## src/rtl/lcd_responder.sv

```systemverilog
// HD44780-style character LCD responder: decodes controller bus cycles, models DDRAM, AC and the busy flag.
// Define LCD_RESPONDER_READ_EN to enable bus reads (status and DDRAM); otherwise reads are ignored.
module lcd_responder #(
  parameter int BUSY_CYCLES  = 1850,
  parameter int CLEAR_CYCLES = 76000
) (
  input  logic       clk,
  input  logic       rst,
  input  logic       lcd_rs,
  input  logic       lcd_rw,
  input  logic       lcd_e,
  input  logic [7:0] lcd_data_in,
  output logic [7:0] lcd_data_out,
  output logic       lcd_data_oe,
  output logic       display_on,
  output logic       cursor_on,
  output logic       blink_on,
  output logic       busy,
  output logic       wr_strobe,
  output logic [6:0] wr_addr,
  output logic [7:0] wr_char,
  output logic       err_busy
);

  localparam int MAXC = (CLEAR_CYCLES > BUSY_CYCLES) ? CLEAR_CYCLES : BUSY_CYCLES;
  localparam int CW   = $clog2(MAXC + 1);

  typedef enum logic [1:0] {IDLE, FILL, WAIT} state_t;

  state_t          state, next_state;
  logic [CW-1:0]   cnt, cnt_d;
  logic [4:0]      idx, idx_d;
  logic            fill_wait;

  logic [10:0]     bus_p0, bus_p1;
  logic            e_s, rw_s, rs_s;
  logic [7:0]      data_s;
  logic            e_prev, rs_l, rw_l;
  logic [7:0]      data_l;
  logic [6:0]      ac;
  logic            id;

  logic e_fall, acc, acc_wr, acc_cmd, acc_data, acc_rd, rej, cmd_clear, cmd_home;

  function automatic logic [6:0] ac_step(input logic [6:0] a, input logic inc);
    if (inc) begin
      if (a == 7'h0F)      ac_step = 7'h40;
      else if (a == 7'h4F) ac_step = 7'h00;
      else                 ac_step = a + 7'd1;
    end else begin
      if (a == 7'h40)      ac_step = 7'h0F;
      else if (a == 7'h00) ac_step = 7'h4F;
      else                 ac_step = a - 7'd1;
    end
  endfunction

  function automatic logic [6:0] ac_load(input logic [6:0] a);
    if (a[5:4] == 2'b00) ac_load = a;
    else                 ac_load = a[6] ? 7'h40 : 7'h00;
  endfunction

  // Stage p0/p1: two-flop synchronizer for the asynchronous bus
  always_ff @(posedge clk) begin
    if (rst) begin
      bus_p0 <= '0;
      bus_p1 <= '0;
      e_prev <= 1'b0;
      rs_l   <= 1'b0;
      rw_l   <= 1'b0;
      data_l <= '0;
    end else begin
      bus_p0 <= {lcd_e, lcd_rw, lcd_rs, lcd_data_in};
      bus_p1 <= bus_p0;
      e_prev <= e_s;
      if (e_s) begin
        rs_l   <= rs_s;
        rw_l   <= rw_s;
        data_l <= data_s;
      end
    end
  end

  assign {e_s, rw_s, rs_s, data_s} = bus_p1;

  assign busy      = (state != IDLE);
  assign e_fall    = e_prev & ~e_s;
  assign acc       = e_fall & ~busy;
  assign acc_wr    = acc & ~rw_l;
  assign acc_cmd   = acc_wr & ~rs_l;
  assign acc_data  = acc_wr & rs_l;
  assign cmd_clear = (data_l == 8'h01);
  assign cmd_home  = (data_l[7:1] == 7'h01);
`ifdef LCD_RESPONDER_READ_EN
  assign acc_rd = acc & rw_l & rs_l;
  assign rej    = e_fall & busy & (~rw_l | rs_l);
`else
  assign acc_rd = 1'b0;
  assign rej    = e_fall & busy & ~rw_l;
`endif

  always_ff @(posedge clk) begin
    if (rst) begin
      state <= FILL;
      idx   <= '0;
      cnt   <= '0;
    end else begin
      state <= next_state;
      idx   <= idx_d;
      cnt   <= cnt_d;
    end
  end

  // Fill cycles are part of the clear busy time, so WAIT only covers the remainder
  always_comb begin
    next_state = state;
    cnt_d      = cnt;
    idx_d      = idx;
    case (state)
      IDLE: begin
        if (acc_cmd && cmd_clear) begin
          next_state = FILL;
          idx_d      = '0;
        end else if (acc_wr) begin
          next_state = WAIT;
          cnt_d      = (acc_cmd && cmd_home) ? CW'(CLEAR_CYCLES - 1) : CW'(BUSY_CYCLES - 1);
        end
      end
      FILL: begin
        idx_d = idx + 5'd1;
        if (idx == 5'd31) begin
          if (fill_wait && (CLEAR_CYCLES > 32)) begin
            next_state = WAIT;
            cnt_d      = CW'(CLEAR_CYCLES - 33);
          end else begin
            next_state = IDLE;
          end
        end
      end
      WAIT: begin
        if (cnt == '0) next_state = IDLE;
        else           cnt_d = cnt - CW'(1);
      end
      default: next_state = IDLE;
    endcase
  end

  always_ff @(posedge clk) begin
    if (rst) begin
      ac         <= 7'h00;
      id         <= 1'b1;
      display_on <= 1'b0;
      cursor_on  <= 1'b0;
      blink_on   <= 1'b0;
      wr_strobe  <= 1'b0;
      wr_addr    <= 7'h00;
      wr_char    <= 8'h00;
      err_busy   <= 1'b0;
      fill_wait  <= 1'b0;
    end else begin
      wr_strobe <= acc_data;
      err_busy  <= rej;
      if (acc_cmd) begin
        if (data_l[7])              ac <= ac_load(data_l[6:0]);
        else if (data_l[6:4] != '0) ;
        else if (data_l[3]) begin
          display_on <= data_l[2];
          cursor_on  <= data_l[1];
          blink_on   <= data_l[0];
        end
        else if (data_l[2])         id <= data_l[1];
        else if (data_l[1])         ac <= 7'h00;
        else if (data_l[0]) begin
          ac        <= 7'h00;
          id        <= 1'b1;
          fill_wait <= 1'b1;
        end
      end
      if (acc_data) begin
        wr_addr <= ac;
        wr_char <= data_l;
        ac      <= ac_step(ac, id);
      end
      if (acc_rd) ac <= ac_step(ac, id);
    end
  end

`ifdef LCD_RESPONDER_READ_EN
  // DDRAM contents are only observable through reads, so storage exists only in this build
  logic [7:0] ddram [32];
  logic [7:0] live, hold;

  always_ff @(posedge clk) begin
    if (state == FILL)  ddram[idx] <= 8'h20;
    else if (acc_data)  ddram[{ac[6], ac[3:0]}] <= data_l;
  end

  assign live         = rs_s ? ddram[{ac[6], ac[3:0]}] : {busy, ac};
  assign lcd_data_oe  = e_s & rw_s;
  assign lcd_data_out = lcd_data_oe ? live : hold;

  always_ff @(posedge clk) begin
    if (rst)              hold <= 8'h00;
    else if (lcd_data_oe) hold <= live;
  end
`else
  assign lcd_data_oe  = 1'b0;
  assign lcd_data_out = 8'h00;
`endif

endmodule

```

## config.mk

```make
export PLATFORM = sky130hd
export DESIGN_NAME = lcd_responder
export DESIGN_NICKNAME = d
export VERILOG_FILES = /design/src/rtl/lcd_responder.sv
export SDC_FILE = /design/constraint.sdc
export NUM_CORES = 1
export LEC_CHECK = 0
export ABC_AREA = 1
export CORE_MARGIN = 2
export CORE_UTILIZATION = 40
export CTS_CLUSTER_SIZE = 24
export DETAILED_ROUTE_END_ITERATION = 10
export PLACE_DENSITY_LB_ADDON = 0.15
export SKIP_LAST_GASP = 1
export SYNTH_ARGS = -nofsm -noshare
export SYNTH_HDL_FRONTEND = slang
export SYNTH_SLANG_ARGS = --single-unit
export TNS_END_PERCENT = 30
```

## constraint.sdc

```tcl
create_clock -name clk -period 2.5 [get_ports clk]
set_clock_uncertainty 0.1 [all_clocks]
set_input_delay 0.375 -clock clk [delete_from_list [all_inputs] [get_ports clk]]
set_output_delay 0.375 -clock clk [all_outputs]
set_load 0.005 [all_outputs]
```

### Yosys cells after proc, flatten, opt, wreduce, memory -nomap -nowiden

Cells that the tools add are included.
Widths: inputs -> output; s select.

* flip-flop bits (word level): 86
* bits of input ports: 13
* output and inout port bits: 30

* $add $sub $neg: 4
* eq/ne operators: 20
* multiplexer cells: 33
* bitwise logic cells: 16
* reduce and logical (&&, ||, !) cells: 20

Operator list (count)
* $mux 7: 15
* $mux 17: 6
* $pmux 17 s3: 1
* $logic_not 17->1: 1
* $sub 17x1->17 const B: 1
* $eq 7x7->1 const B: 2
* $ne 2x2->1 const B: 7
* $reduce_and 6->1: 2
* $mux 2: 5
* $pmux 5 s2: 1
* $not 1->1: 9
* $eq 8x1->1 const B: 1
* $reduce_bool 2->1: 4
* $add 7x1->7 const B: 1
* $and 1x1->1: 7
* $eq 7x1->1 const B: 1
* $eq 7x4->1 const B: 1
* $logic_not 7->1: 1
* $reduce_and 7->1: 1
* $sub 7x1->7 const B: 1
* $ne 3x1->1 const B: 2
* $ne 3x3->1 const B: 2
* $pmux 2 s3: 1
* $reduce_bool 3->1: 2
* other kinds (14): 18

### Depth between registers and ports, before layout

Gate-level depths: netlist of the first run.

* depth in word-level cells: 10
* mapped depth: 15

### Worst setup path after synthesis of the first run

No wires, ideal clock.

* path type: reg2reg
* start point: register idx[0]
* end point: register cnt[6]
* data arrival time: 1.594 ns
* data required time: 2.287 ns
* path slack: 0.693 ns
* stages on the path, launching flop included: 13
* cells stage by stage: dfxtp_1 -> ha_1 -> nand2_1 -> nor2_1 -> ha_1 -> or2_1 -> nand3_2 -> nor2_4 -> nand2_4 -> inv_4 -> buf_8 -> o21ai_1 -> nor2_1

* cells in the longest elaborated chain, start to end: 3

RTL lines
* from (decl): line 32 `logic [4:0] idx, idx_d;`
* from (signal assigned): line 108 `idx <= idx_d;`
* $eq 5x5->1: line 130 `if (idx == 5'd31) begin`
* $ne 2x2->1 (no source line)
* $reduce_and 6->1 (no source line)
* to (signal assigned): line 109 `cnt <= cnt_d;`
* to (decl): line 31 `logic [CW-1:0] cnt, cnt_d;`

No other way between the ends.
A chain may end at the register's enable or synchronous reset.

### Worst setup path in the final report of the first run

* start point: register state[0]
* end point: output port busy

* cells in the longest elaborated chain, start to end: 1

RTL lines
* from (decl): line 30 `state_t state, next_state;`
* from (signal assigned): line 107 `state <= next_state;`
* $reduce_bool 2->1: line 85 `assign busy = (state != IDLE);`
* to (decl): line 18 `output logic busy,`

No other way between the ends.

==> results of run 1 <==
## metal layers
layer | up-vias | share of wire [%]
met1 | 1547 | 49
met2 | 63 | 46
met3 | 11 | 4.2
met5 | - | 0
li1 | 1880 | -
met4 | 0 | 1.6
## sequential cells by signal, indices dropped and copies added (netlist names), 2 cells and up
register  flops
state         2
ac            7
data_l        8
cnt          17
idx           5
bus_p1       11
wr_char       8
wr_addr       7
bus_p0       11
## worst max-delay path: stages, from the launching register on
cell and delay (ns):
dfxtp_1 0.36, inv_1 0.07, ha_1 0.25, inv_1 0.16, clkdlybuf4s50_1 0.52
## cells by family after synthesis
family,synth area share (%)
AOI/OAI and AO/OA,14.6
xor gates and xnor gates,1.70
adders and majority gates,3.04
buffers and inverters,10.9
DFF,41.9
muxes,0.243
other,0.0912
and+or+nand+nor,27.5
## final cells by class
| type | count | share of cell area [%] |
|---|---|---|
| repair buffers | 37 | 7.50 |
| multi-input cells | 395 | 41.6 |
| inverters | 77 | 6.21 |
| flip-flops and latches | 86 | 36.3 |
| well taps | 136 | 3.59 |
| clock buffers | 11 | 2.98 |
| clock inverters | 5 | 1.74 |
## worst max-delay path by stage
stage / startpoint / to / slack, ns / cells past startpoint
after detailed placement: idx[0]$_SDFFE_PP0P_ / cnt[10]$_SDFFE_PP0P_ / 0.41 / 12
final: state[0]$_SDFFE_PP1P_ / busy / 0.30 / 4
after floorplan: idx[0]$_SDFFE_PP0P_ / cnt[6]$_SDFFE_PP0P_ / 0.69 / 12
after CTS: state[0]$_SDFFE_PP1P_ / busy / 0.27 / 4
after global routing: state[0]$_SDFFE_PP1P_ / busy / 0.17 / 4
after global placement: idx[0]$_SDFFE_PP0P_ / cnt[10]$_SDFFE_PP0P_ / 0.49 / 12
## report_power, final
group / leakage, nW / internal [mW] / switching, mW
registers: 0.701 / 1.51 / 0.138
logic: 1.28 / 0.601 / 1.15
clock network: 0.113 / 0.592 / 0.492
## metrics by stage
stage	power, mW	worst slack [ns]	cell area [um2]	cells
finish	4.49	0.296	4740	747
floorplan	3.07	0.693	4140	584
global placement	3.43	0.486	4510	731
detailed placement	3.42	0.410	4510	731
global route	4.88	0.171	4740	747
CTS	4.52	0.265	4740	747
## placed cells by master (no fill, tap or decap), drive strengths merged, types with 5 or more instances in the layout
cell type and count:
inv 76, ha 10, nand2 118, conb 9, nand3 32, nor2 89
clkdlybuf4s50 32, xor2 6, dfxtp 86, a21oi 54, nand4 7, nor3 6
o21ai 52, clkbuf 11, buf 5
==> run summary, run 1 <==
accumulated negative setup slack: 0 ns
H-tree Lvls: 3
Area growth syn-to-layout: 15.2%
run status: finished, final reports clean
number of max-cap violations: 0
mean number of vias per cell: 4.69
category of the most critical setup path: flop to primary output
clk buf depth: 2
end point of the most critical hold path: bus_p1[5]$_SDFF_PP0_
layer with the highest usage: met2
Yosys top cell area share: 41.9%
Synth Flop Type: dfxtp_1
number of failing setup endpoints in the final timing report: 0
Die ar.: 11100 um2
CORE AREA: 10100 um2
Initial DRC Count: 162
number of synthesized flops with an enable pin: 0
total wire length: 8.61 mm
leading cell type by number of instances after synthesis: nand2_1
slew of the pin with the lowest slew margin: 0.539 ns
met1 usage: 21.9%
worst vdd ir: 375 uV
synthesized instance count: 576
met2 Track Usage GR: 26.1%
combined global-route utilization of all metal layers: 16.5%
global-route wire length before repair: 14.9 mm
CTS tree: built
top cells by area, synth: dfxtp_1, nand2_1, nor2_1, inv_1, a21oi_1
worst endpoint required time: 2.03 ns
root buffer cell: clkbuf_8
Pre-antenna DRT Iters: 4
pin count of the biggest net entering global routing: 29
headroom to the max-slew limit: 63.1%
number of antenna repair diodes: 0
power density relative to cell area: 948 nW/um2
area of the multi-input gates: 1970 um2
share of layout cells above drive strength 1: 9.49%
number of sinks driven by the clock tree: 86
Arr. time, crit path: 1.73 ns
crit start category: flop
floorplan die width: 105 um
number of placed I/O pins: 43
Routed WL per cell: 11.5 um
DP Wirelength: 6.27 mm
Die Height: 105 um
Total Nets Final: 629
worst hold-check path type: flop to flop
Post-Syn Area: 4110 um2
quantity of I/O buffers inserted on ports: 33
most frequent cells after synthesis: nand2_1, dfxtp_1, nor2_1
Clock Latency Late Sink: 0.35 ns
vias: 3501
flop and latch count out of synthesis: 86
DRC violation count after routing: 0
number of antenna violations at the first check in global routing: 0
clock slew at reported path FFs: 0.08 ns
Max Slew Vio Count: 0
number of clock buffers inserted by TritonCTS: 9
cell depth of the worst min-delay path: 2
Max Freq: 454 MHz
Post-Syn Area per Cell: 7.14 um2
buffer count from post-CTS setup fixing: 0
RSZ-0062 raised after global routing: no
sequential element share of the synthesized area: 41.9%
cell taking the most area after synthesis: dfxtp_1
unique cell type count in the Yosys netlist: 38
number of warnings printed during yosys synthesis: 0
final hold violation count: 0
initial core utilization: 40.6%
total congestion overflow: 0
Final GP Congestion: 0.846
Site Rows: 37
total area of sequential cells: 1720 um2
met3 usage in global routing: 4.02%
critical register-to-register path startpoint: idx[0]$_SDFFE_PP0P_
via count of the first global-routing pass: 3241
Filler Cell Count: 1009
minimum clock period after layout: 2.20 ns
Final Util: 46.7%
DRT antenna net count: 0
Reg-to-Reg End: cnt[10]$_SDFFE_PP0P_
count of hold-fix buffers inserted at cts: 0
# resized after CTS: 0
hold path startpoint: bus_p0[5]$_SDFF_PP0_
register-to-register setup slack: 0.43 ns
worst hold slack across all endpoints: 0.305 ns
LEAKAGE: 2.09 nW
R2R depth: 12
CP endpoint kind: primary output
fraction of registers with async set/reset: 0%
final cycle utilization of the critical path: 88.2%
Critical Path Fanout Max: 5
No activity file was read; power rests on OpenSTA's default activity.
==> inputs of run 2 (changes only) <==
--- a/config.mk
+++ b/config.mk
@@ -6,10 +6,12 @@
 export NUM_CORES = 1
 export LEC_CHECK = 0
 export ABC_AREA = 1
+export CAP_MARGIN = 0
 export CORE_MARGIN = 2
 export CORE_UTILIZATION = 40
 export CTS_CLUSTER_SIZE = 24
 export DETAILED_ROUTE_END_ITERATION = 10
+export GPL_TIMING_DRIVEN = 0
 export PLACE_DENSITY_LB_ADDON = 0.15
 export SKIP_LAST_GASP = 1
 export SYNTH_ARGS = -nofsm -noshare
==> constraint.sdc (replaced) <==
create_clock -name clk -period 2.8 [get_ports clk]
set_clock_uncertainty 0.1 [all_clocks]
set_input_delay 0.42 -clock clk [delete_from_list [all_inputs] [get_ports clk]]
set_output_delay 0.42 -clock clk [all_outputs]
set_load 0.005 [all_outputs]
==> run summary, run 2 (same netlist as run 1, synthesis figures left out) <==
power density relative to cell area: 809 nW/um2 (-15%)
Arr. time, crit path: 1.74 ns (about the same)
share of layout cells above drive strength 1: 10.8% (+1.3 points)
CP endpoint kind: primary output
Site Rows: 37 (unchanged)
most common cell after layout, fill and taps aside: nand2_1
minimum clock period after layout: 2.26 ns
initial core utilization: 40.6% (unchanged)
buffer count from post-CTS setup fixing: 0 (unchanged)
final hold violation count: 0 (unchanged)
via count of the first global-routing pass: 3370 (+4.0%)
clock slew at reported path FFs: 0.10 ns (+0.02 ns)
registers with the most flip-flops: cnt x17, bus_p0 x11, bus_p1 x11
CTS tree: built
worst vdd ir: 334 uV (-11%)
vias: 3587 (+2.5%)
R2R depth: 13 (+1)
H-tree Lvls: 3 (unchanged)
combined global-route utilization of all metal layers: 17.2% (+0.62 points)
quantity of I/O buffers inserted on ports: 32 (-3.0%)
met1 WL: 4.35 mm (+4.2%)
top routing layer used: met4
register-to-register setup slack: 0.77 ns (+0.34 ns)
Final GP Congestion: 0.876 (+3.5%)
floorplan die width: 105 um (unchanged)
DRC violation count after routing: 0 (unchanged)
Routed WL per cell: 11.8 um (+2.8%)
total congestion overflow: 0 (unchanged)
Clock Latency Late Sink: 0.36 ns (about the same)
# resized after CTS: 0 (unchanged)
number of antenna violations at the first check in global routing: 0 (unchanged)
number of max-cap violations: 0 (unchanged)
DRT antenna net count: 0 (unchanged)
critical register-to-register path startpoint: idx[0]$_SDFFE_PP0P_
global-route wire length before repair: 15.6 mm (+4.8%)
CORE AREA: 10100 um2 (unchanged)
end point of the most critical hold path: bus_p1[5]$_SDFF_PP0_
Die Height: 105 um (unchanged)
crit start category: flop
cell depth of the worst min-delay path: 2 (unchanged)
RSZ-0062 raised after global routing: no
DP Wirelength: 6.87 mm (+9.5%)
hold path startpoint: bus_p0[5]$_SDFF_PP0_
slew of the pin with the lowest slew margin: 0.614 ns (+0.0753 ns)
clk buf depth: 2 (unchanged)
number of clock buffers inserted by TritonCTS: 9 (unchanged)
root buffer cell: clkbuf_8
total wire length: 9.10 mm (+5.7%)
flip-flop count of the largest register, all copies and words added: 17 (unchanged)
LEAKAGE: 2.14 nW (+2.5%)
pin count of the biggest net entering global routing: 18 (-38%)
met3 wire length: 365 um (+2.0%)
Final Util: 47.5% (+0.80 points)
register name with the most flops: cnt
most frequent cells in the layout: nand2_1, dfxtp_1, nor2_1, inv_1, a21oi_1
Critical Path Fanout Max: 5 (unchanged)
Max Slew Vio Count: 0 (unchanged)
headroom to the max-slew limit: 58.0% (-5.1 points)
worst hold-check path type: flop to flop
number of antenna repair diodes: 0 (unchanged)
Max Freq: 443 MHz
number of placed I/O pins: 43 (unchanged)
Pre-antenna DRT Iters: 4 (unchanged)
Area growth syn-to-layout: 17.2%
Die ar.: 11100 um2 (unchanged)
accumulated negative setup slack: 0 ns (unchanged)
run status: finished, final reports clean
category of the most critical setup path: flop to primary output
number of failing setup endpoints in the final timing report: 0 (unchanged)
final cycle utilization of the critical path: 80.7%
Initial DRC Count: 134 (-17%)
number of sinks driven by the clock tree: 86 (unchanged)
Reg-to-Reg End: cnt[12]$_SDFFE_PP0P_
mean number of vias per cell: 4.67 (-0.35%)
worst hold slack across all endpoints: 0.304 ns (-0.00125 ns)
Total Nets Final: 650 (+3.3%)
count of hold-fix buffers inserted at cts: 0 (unchanged)
worst endpoint required time: 2.28 ns (+0.25 ns)
length of routed met2 wiring: 4.23 mm (+7.6%)
run 2: worst max path at each step:
stage	from	end	slack, ns	depth (start not counted)
floorplan	idx[0]$_SDFFE_PP0P_	cnt[6]$_SDFFE_PP0P_	0.99	12
global placement	rst	state[1]$_SDFFE_PP0P_	0.67	6
detailed placement	rst	wr_char[0]$_SDFFE_PP0P_	0.68	6
CTS	state[0]$_SDFFE_PP1P_	busy	0.50	4
global route	state[0]$_SDFFE_PP1P_	busy	0.44	4
finish	state[0]$_SDFFE_PP1P_	busy	0.54	4
run 2: power breakdown:
group / internal [mW] / switching (mW)
Clock: 0.345 / 0.503
Sequential: 1.35 / 0.123
Combinational: 0.560 / 1.02
run 2: metal layers:
layer | GRT usage, % | vias to the layer above
met5 | 0 | -
met4 | 7.05 | 0
met3 | 3.15 | 11
met2 | 28.1 | 83
met1 | 22.2 | 1576
li1 | - | 1917
run 2: worst max-delay path, cell delays in order (launching register included):
cell and delay, ns:
dfxtp_1 0.37, inv_1 0.07, ha_1 0.26, inv_1 0.17, clkdlybuf4s50_1 0.52
run 2: cell type report:
cell class	instances	area, um2
fill	1008	5320
multi-input combinational	395	1970
sequential	86	1720
timing repair buffer	32	320
inverter	77	294
tap	136	170
buffer	26	154
clock buffer	9	124
clock inverter	7	62.6
run 2: through the flow:
step | setup WS, ns | power, mW | std cells | area [um2]
floorplan | 0.993 | 2.74 | 584 | 4140
global placement | 0.669 | 3.06 | 752 | 4630
detailed placement | 0.677 | 3.07 | 752 | 4630
CTS | 0.500 | 3.92 | 768 | 4820
global route | 0.441 | 4.24 | 768 | 4820
finish | 0.541 | 3.90 | 768 | 4820
==> inputs of run 3 (changes only) <==
==> constraint.sdc (replaced) <==
create_clock -name clk -period 2.1 [get_ports clk]
set_clock_uncertainty 0.1 [all_clocks]
set_input_delay 0.315 -clock clk [delete_from_list [all_inputs] [get_ports clk]]
set_output_delay 0.315 -clock clk [all_outputs]
set_load 0.005 [all_outputs]
==> run summary, run 3 (same netlist as run 1, synthesis figures left out) <==
Initial DRC Count: 137 (+2.2%)
CP endpoint kind: primary output
hold path startpoint: bus_p0[5]$_SDFF_PP0_
DP Wirelength: 6.87 mm (unchanged)
H-tree Lvls: 3 (unchanged)
Critical Path Fanout Max: 5 (unchanged)
final hold violation count: 0 (unchanged)
vias: 3583 (-0.11%)
R2R depth: 12 (-1)
met1 usage: 22.2% (unchanged)
via count of the first global-routing pass: 3370 (unchanged)
worst hold-check path type: flop to flop
Clock Latency Late Sink: 0.35 ns (about the same)
DRC violation count after routing: 0 (unchanged)
number of failing setup endpoints in the final timing report: 0 (unchanged)
crit path max-delay cell type: clkdlybuf4s50_1
most common cell after layout, fill and taps aside: nand2_1
cell depth of the worst min-delay path: 2 (unchanged)
flip-flop count of the largest register, all copies and words added: 17 (unchanged)
Area growth syn-to-layout: 17.7%
worst hold slack across all endpoints: 0.303 ns (-0.0000930 ns)
worst endpoint required time: 1.68 ns (-0.60 ns)
Die ar.: 11100 um2 (unchanged)
Max Slew Vio Count: 0 (unchanged)
register-to-register setup slack: 0.13 ns (-0.64 ns)
final cycle utilization of the critical path: 97.1%
combined buffer and inverter count along the critical path: 3 (unchanged)
clk buf depth: 2 (unchanged)
Final Util: 47.7% (+0.20 points)
Pre-antenna DRT Iters: 4 (unchanged)
quantity of I/O buffers inserted on ports: 32 (unchanged)
floorplan die width: 105 um (unchanged)
number of antenna violations at the first check in global routing: 0 (unchanged)
total congestion overflow: 0 (unchanged)
count of hold-fix buffers inserted at cts: 0 (unchanged)
minimum clock period after layout: 2.04 ns
met2 Track Usage GR: 28.1% (unchanged)
clock slew at reported path FFs: 0.10 ns (about the same)
number of sinks driven by the clock tree: 86 (unchanged)
RSZ-0062 raised after global routing: yes
end point of the most critical hold path: bus_p1[5]$_SDFF_PP0_
global-route wire length before repair: 15.6 mm (unchanged)
Top delay family on crit path: buffers and inverters
LEAKAGE: 2.15 nW (+0.47%)
Final GP Congestion: 0.876 (unchanged)
number of placed I/O pins: 43 (unchanged)
Max Freq: 490 MHz
share of layout cells above drive strength 1: 11.7% (+0.93 points)
run status: finished, final reports clean
headroom to the max-slew limit: 57.8% (-0.16 points)
sequence of cells on the critical path: inv_1, ha_2, inv_2, clkdlybuf4s50_1
Routed WL per cell: 11.8 um (-0.22%)
number of antenna repair diodes: 0 (unchanged)
category of the most critical setup path: flop to primary output
delay contributed by the slowest stage of the critical path: 0.50 ns (-0.02 ns)
worst vdd ir: 448 uV (+34%)
registers with the most flip-flops: cnt x17, bus_p0 x11, bus_p1 x11
register name with the most flops: cnt
slew of the pin with the lowest slew margin: 0.617 ns (+0.00235 ns)
number of cells on the critical path: 4 (unchanged)
CTS tree: built
combined global-route utilization of all metal layers: 17.2% (unchanged)
layer with the highest usage: met2
Arr. time, crit path: 1.62 ns (-0.12 ns)
number of clock buffers inserted by TritonCTS: 9 (unchanged)
power density relative to cell area: 1080 nW/um2 (+33%)
number of cells after detailed placement: 752 (unchanged)
Reg-to-Reg End: cnt[9]$_SDFFE_PP0P_
total wire length: 9.09 mm (about the same)
crit start category: flop
Die Height: 105 um (unchanged)
mean number of vias per cell: 4.66 (-0.24%)
Total Nets Final: 651 (+0.15%)
most frequent cells in the layout: nand2_1, dfxtp_1, nor2_1, inv_1, a21oi_1
CORE AREA: 10100 um2 (unchanged)
DRT antenna net count: 0 (unchanged)
number of max-cap violations: 0 (unchanged)
met3 usage in global routing: 3.15% (unchanged)
pin count of the biggest net entering global routing: 18 (unchanged)
root buffer cell: clkbuf_8
critical register-to-register path startpoint: state[0]$_SDFFE_PP1P_
initial core utilization: 40.6% (unchanged)
Site Rows: 37 (unchanged)
post-route non-filler standard cell count: 769 (+0.13%)
run 3: tightest hold or removal path, cell delays in order, from the launching register on:
cell     delay, ns
dfxtp_1       0.30
inv_1         0.04
nor2_1        0.03
run 3: how the worst max path moves through the flow:
stage	start	end
after detailed placement	state[0]$_SDFFE_PP1P_	cnt[12]$_SDFFE_PP0P_
after floorplan	idx[0]$_SDFFE_PP0P_	cnt[6]$_SDFFE_PP0P_
after CTS	state[0]$_SDFFE_PP1P_	busy
after global placement	rst	state[1]$_SDFFE_PP0P_
after global routing	state[0]$_SDFFE_PP1P_	wr_addr[6]$_SDFFE_PP0P_
final	state[0]$_SDFFE_PP1P_	busy
run 3: what timing repair did:
action,CTS,global route
setup endpoints to repair,1,26
hold endpoints to repair,0,0
pin swaps,0,1
resized for setup,2,2
buffers inserted,0,2
run 3: cell type report:
class | count | area [um2]
Sequential cell | 86 | 1720
Timing Repair Buffer | 34 | 335
Multi-Input combinational cell | 395 | 1980
Clock inverter | 7 | 62.6
Tap cell | 136 | 170
Clock buffer | 9 | 124
Buffer | 25 | 150
Inverter | 77 | 294
Fill cell | 1005 | 5300
run 3: routing by layer:
metal  routed length, um  part of all wire (%)
met5                   0                     0
met2                4260                    47
met1                4380                    48
met4                 108                   1.2
met3                 347                   3.8
run 3: per-stage QoR:
| step | power, mW | setup TNS, ns | setup slack [ns] | instance area, um2 |
|---|---|---|---|---|
| 5_1_grt | 5.69 | -0.327 | -0.0585 | 4840 |
| 3_3_place_gp | 4.09 | 0 | 0.0740 | 4630 |
| 6_report | 5.22 | 0 | 0.0610 | 4840 |
| 2_1_floorplan | 3.66 | 0 | 0.293 | 4140 |
| 3_5_place_dp | 4.10 | 0 | 0.0766 | 4630 |
| 4_1_cts | 5.23 | 0 | 0.0303 | 4820 |
run 3: where the power goes:
group,internal [mW],switching [mW]
Sequential,1.80,0.164
Combinational,0.768,1.37
Clock,0.460,0.664
